[src/rtl/stop_watch_lap.sv]
// BCD minutes:seconds.tenths stopwatch with prescaled tick, preset load,
// saturating countdown with done pulse, wrap pulse and lap display freeze.
module stop_watch_lap #(
   parameter int TICK_DIV = 10_000_000,
   parameter int MIN_MAX  = 9
) (
   input  logic        clk,
   input  logic        reset,
   input  logic        go,
   input  logic        clr,
   input  logic        dir,
   input  logic        load,
   input  logic [15:0] preset,
   input  logic        lap,
   output logic [3:0]  d3,
   output logic [3:0]  d2,
   output logic [3:0]  d1,
   output logic [3:0]  d0,
   output logic        lap_active,
   output logic        done,
   output logic        wrap
);

   localparam int          PW       = (TICK_DIV > 1) ? $clog2(TICK_DIV) : 1;
   localparam logic [PW-1:0] P_LAST = PW'(TICK_DIV - 1);
   localparam logic [3:0]  M_LIM    = 4'(MIN_MAX);
   localparam logic [15:0] CNT_MAX  = {M_LIM, 4'd5, 4'd9, 4'd9};

   logic [15:0]   cnt_q, cnt_d;
   logic [15:0]   hold_q, hold_d;
   logic [PW-1:0] p_q, p_d;
   logic          lap_q, lap_d;
   logic          done_q, done_d;
   logic          wrap_q, wrap_d;
   logic          tick;

   function automatic logic [15:0] bcd_inc(input logic [15:0] c);
      logic [3:0] m, s1, s0, t;
      {m, s1, s0, t} = c;
      if (t != 4'd9) t = t + 4'd1;
      else begin
         t = 4'd0;
         if (s0 != 4'd9) s0 = s0 + 4'd1;
         else begin
            s0 = 4'd0;
            if (s1 != 4'd5) s1 = s1 + 4'd1;
            else begin
               s1 = 4'd0;
               m  = (m >= M_LIM) ? 4'd0 : m + 4'd1;
            end
         end
      end
      return {m, s1, s0, t};
   endfunction

   // Caller guarantees c is nonzero, so the minutes borrow never underflows.
   function automatic logic [15:0] bcd_dec(input logic [15:0] c);
      logic [3:0] m, s1, s0, t;
      {m, s1, s0, t} = c;
      if (t != 4'd0) t = t - 4'd1;
      else begin
         t = 4'd9;
         if (s0 != 4'd0) s0 = s0 - 4'd1;
         else begin
            s0 = 4'd9;
            if (s1 != 4'd0) s1 = s1 - 4'd1;
            else begin
               s1 = 4'd5;
               m  = m - 4'd1;
            end
         end
      end
      return {m, s1, s0, t};
   endfunction

   function automatic logic [15:0] clamp_preset(input logic [15:0] c);
      logic [3:0] m, s1, s0, t;
      m  = (c[15:12] > M_LIM) ? M_LIM : c[15:12];
      s1 = (c[11:8]  > 4'd5)  ? 4'd5  : c[11:8];
      s0 = (c[7:4]   > 4'd9)  ? 4'd9  : c[7:4];
      t  = (c[3:0]   > 4'd9)  ? 4'd9  : c[3:0];
      return {m, s1, s0, t};
   endfunction

   assign tick = go && (p_q == P_LAST);

   always_comb begin
      cnt_d  = cnt_q;
      hold_d = hold_q;
      p_d    = p_q;
      lap_d  = lap_q;
      done_d = 1'b0;
      wrap_d = 1'b0;
      if (clr) begin
         cnt_d = '0;
         p_d   = '0;
         lap_d = 1'b0;
      end else begin
         if (lap) begin
            if (!lap_q) begin
               hold_d = cnt_q;
               lap_d  = 1'b1;
            end else begin
               lap_d  = 1'b0;
            end
         end
         // A load swallows any tick landing on the same edge.
         if (load) begin
            cnt_d = clamp_preset(preset);
            p_d   = '0;
         end else begin
            if (go) p_d = tick ? '0 : p_q + PW'(1);
            if (tick) begin
               if (dir) begin
                  cnt_d  = bcd_inc(cnt_q);
                  wrap_d = (cnt_q == CNT_MAX);
               end else if (cnt_q != 16'h0000) begin
                  cnt_d  = bcd_dec(cnt_q);
                  done_d = (cnt_q == 16'h0001);
               end
            end
         end
      end
   end

   always_ff @(posedge clk) begin
      if (reset) begin
         cnt_q  <= '0;
         hold_q <= '0;
         p_q    <= '0;
         lap_q  <= 1'b0;
         done_q <= 1'b0;
         wrap_q <= 1'b0;
      end else begin
         cnt_q  <= cnt_d;
         hold_q <= hold_d;
         p_q    <= p_d;
         lap_q  <= lap_d;
         done_q <= done_d;
         wrap_q <= wrap_d;
      end
   end

   assign {d3, d2, d1, d0} = lap_q ? hold_q : cnt_q;
   assign lap_active       = lap_q;
   assign done             = done_q;
   assign wrap             = wrap_q;

endmodule

[config.mk]
export PLATFORM = sky130hd
export DESIGN_NAME = stop_watch_lap
export DESIGN_NICKNAME = d
export VERILOG_FILES = /design/src/rtl/stop_watch_lap.sv
export SDC_FILE = /design/constraint.sdc
export NUM_CORES = 1
export LEC_CHECK = 0
export CORE_MARGIN = 2
export CORE_UTILIZATION = 50
export DETAILED_ROUTE_END_ITERATION = 8
export MAX_ROUTING_LAYER = met4
export PLACE_DENSITY = 0.73
export SLEW_MARGIN = 20
export SYNTH_ARGS = -nofsm -noshare
export SYNTH_HDL_FRONTEND = slang
export SYNTH_SLANG_ARGS = --single-unit
[constraint.sdc]
create_clock -name clk -period 3.3 [get_ports clk]
set_input_delay 0.66 -clock clk [delete_from_list [all_inputs] [get_ports clk]]
set_output_delay 0.66 -clock clk [all_outputs]
set_load 0.01 [all_outputs]
==> results.py <==
metrics = {
    "synth": {
        "synth_edf_count": 0,
        "syn_nets": 477,
        "synthArstFlopShare": 0,
        "synth_ff_type": "dfxtp_1",
        "synth_top_area_share": 0.331,
        "synth-seq-cells": 59,
        "synth_area_per_cell_sq_um": 7.94,
        "yosys-top-cells-area": "dfxtp_1 33%, mux2i_1 6.4%, nor2_1 6.3%",
        "yosysUniqueCellTypes": 59,
        "synth_warnings": 0,
        "netlist_instances": 450,
        "synth_area_sq_um": 3570,
        "synth_top_area_cell": "dfxtp_1",
        "synth-seq-area-share": 0.331,
    },
    "clock_tree": {
        "htree_levels": 3,
        "cts_buffer_depth": 2,
        "cts_resized": 0,
        "path_clk_slew_ns": 0.07,
        "clkLatencyLatePin_ns": 0.33,
        "postCtsSetupRepairBufs": 0,
        "cts_buffers": 9,
        "cts-root-buf": "clkbuf_8",
        "numClockSinks": 59,
        "ctsHoldBuffers": 0,
        "cts_tree": "yes",
    },
    "global_routing": {
        "grt-ovfl-total": 0,
        "grt_pass1_vias": 3178,
        "grt_max_degree": 41,
        "antenna_found_initial": 0,
        "grt_pass1_wl_microns": 14900,
        "grt_usage": 0.248,
    },
    "setup_path": {
        "crit_arrival_ns": 2.03,
        "cp-start-kind": "flop",
        "worst-path-max-fanout": 13,
        "required_ns": 2.64,
        "critPathTopFamily": "buffers and inverters",
        "slowest_delay_ns": 0.57,
        "worstSetupPathType": "reg -> out",
        "slowest_stage": "dfxtp_1",
        "critical_path.cell_chain": "buf_4 > mux2_2 > clkdlybuf4s50_1",
        "path_buf_inv": 2,
        "rrSetupSlack_ns": 1.12,
        "endpoint_kind": "output pin",
    },
    "cells_and_area": {
        "final_common_cell": "nor2_1",
        "drive_gt1_frac": 0.0990,
        "final_area_sq_um": 4310,
        "layoutNonFillerInstCount": 581,
        "layout_common_cells": "60 x nor2_1, 59 x dfxtp_1, 41 x clkdlybuf4s50_1, 36 x nand2_1, 25 x o21ai_0",
        "layout.nets": 507,
        "area_growth_pct": 20.7,
        "antennaDiodeCount": 0,
        "final_core_util": 0.627,
    },
    "die": {
        "ios": 42,
        "start_util": 0.520,
        "rows": 30,
        "die_w_microns": 88.5,
        "coreArea_sq_um": 6870,
        "die-area_sq_um": 7830,
        "die_h_microns": 88.5,
    },
    "timing": {
        "period_share": 0.816,
        "clock.fmax_ghz": 0.371,
        "period_needed_ns": 2.69,
        "finalSetupTns_ns": 0,
        "skew_ns": 0.0139,
        "drv_slew": 0,
        "setup_viol": 0,
        "worst_pin_slew_ns": 0.584,
        "slew_headroom": 0.609,
        "finalWorstSetupSlack_ns": 0.607,
        "whs_ns": 0.492,
        "rsz0062_at_grt": "false",
        "final_hold_viol_count": 0,
    },
    "route": {
        "finalWirelength_microns": 8660,
        "routed_via_density": 5.68,
        "ant_nets": 0,
        "drt-met1-wl_microns": 3990,
        "detail_route.wl_per_cell_microns": 14.9,
        "highest_layer": "met4",
        "post-route-drc-count": 0,
        "met3_length_microns": 329,
        "dr.pass1.iters": 4,
        "drtIter0Drc": 215,
        "num_vias": 3301,
        "met2WireLength_microns": 4200,
    },
    "power": {
        "peakVddDrop_uv": 234,
        "power.total_mw": 1.76,
        "leakagePower_nw": 1.49,
        "p_per_area_nw_per_um2": 410,
    },
    "run": {
        "drv_cap": 0,
    },
    "place": {
        "pre_cts_ws_ns": 0.445,
        "io_buffers": 41,
        "place_area_sq_um": 4070,
        "dp_cells": 565,
        "hpwlAfterDp_microns": 6240,
        "place_congestion": 0.841,
    },
    "worst_hold_path": {
        "min_path_type": "reg -> reg",
    },
    "status": {
        "status": "finished, final reports clean",
    },
}
[routing by layer]
layer  vias up  global-route usage
li1       1667                   -
met1      1539               0.310
met2        76               0.396
met3        19              0.0382
met4         0               0.110
met5         -                   -
[kinds of logic after synthesis]
| group | synth area share |
|---|---|
| xor gates and xnor gates | 0.0638 |
| adders and majority gates | 0.0140 |
| and+or+nand+nor | 0.274 |
| buffers and inverters | 0.0505 |
| AOI/OAI and AO/OA | 0.171 |
| muxes | 0.0960 |
| DFF | 0.331 |
[report_power, final]
part / switching, mW / internal (mW)
Sequential: 0.0254 / 0.723
Clock: 0.277 / 0.520
Combinational: 0.114 / 0.106
Total: 0.416 / 1.35
[final cells by class]
class                   instances  area (sq um)
clock buffers                  11           141
inverters                      15          56.3
clock inverters                 5           100
multi-input cells             344          2210
flip-flops and latches         59          1180
well taps                      96           120
fillers                       607          2560
repair buffers                 51           498
[registers in the layout (all words and copies together) (netlist names)]
signal and flops:
cnt_q 16, lap_active 1, wrap 1, hold_q 16, p_q 24, done 1
[path summary, 6_finish.rpt]
| kind | from | endpoint | cells after the start |
|---|---|---|---|
| worst min register to register | hold_q[10] | hold_q[10] | 2 |
| worst max register to register | p_q[0] | cnt_q[15] | 6 |
| worst max-delay path | lap_active | d2[1] | 3 |
| worst min-delay path | hold_q[10] | hold_q[10] | 2 |
[cell usage after synthesis, types with 4 or more instances]
master and instances:
dfxtp_1 59, nand2_1 36, a21oi_1 16, mux2i_1 23, inv_1 15, mux2_2 10
a31oi_1 9, nor2_1 60, a211oi_1 4, or3_1 4, nand3_1 12, nor2b_1 10
clkbuf_1 29, nor4_1 8, nand4_1 6, and3_1 9, o21ai_0 25, nor3_1 17
o211ai_1 6, xor2_1 5, xnor2_1 21, ha_1 4
[tightest hold or removal path, stage by stage (launching register included)]
cell and delay, ns:
dfxtp_1 0.32, mux2i_1 0.06, nor2_1 0.07
(Power assumes the default switching activity.)
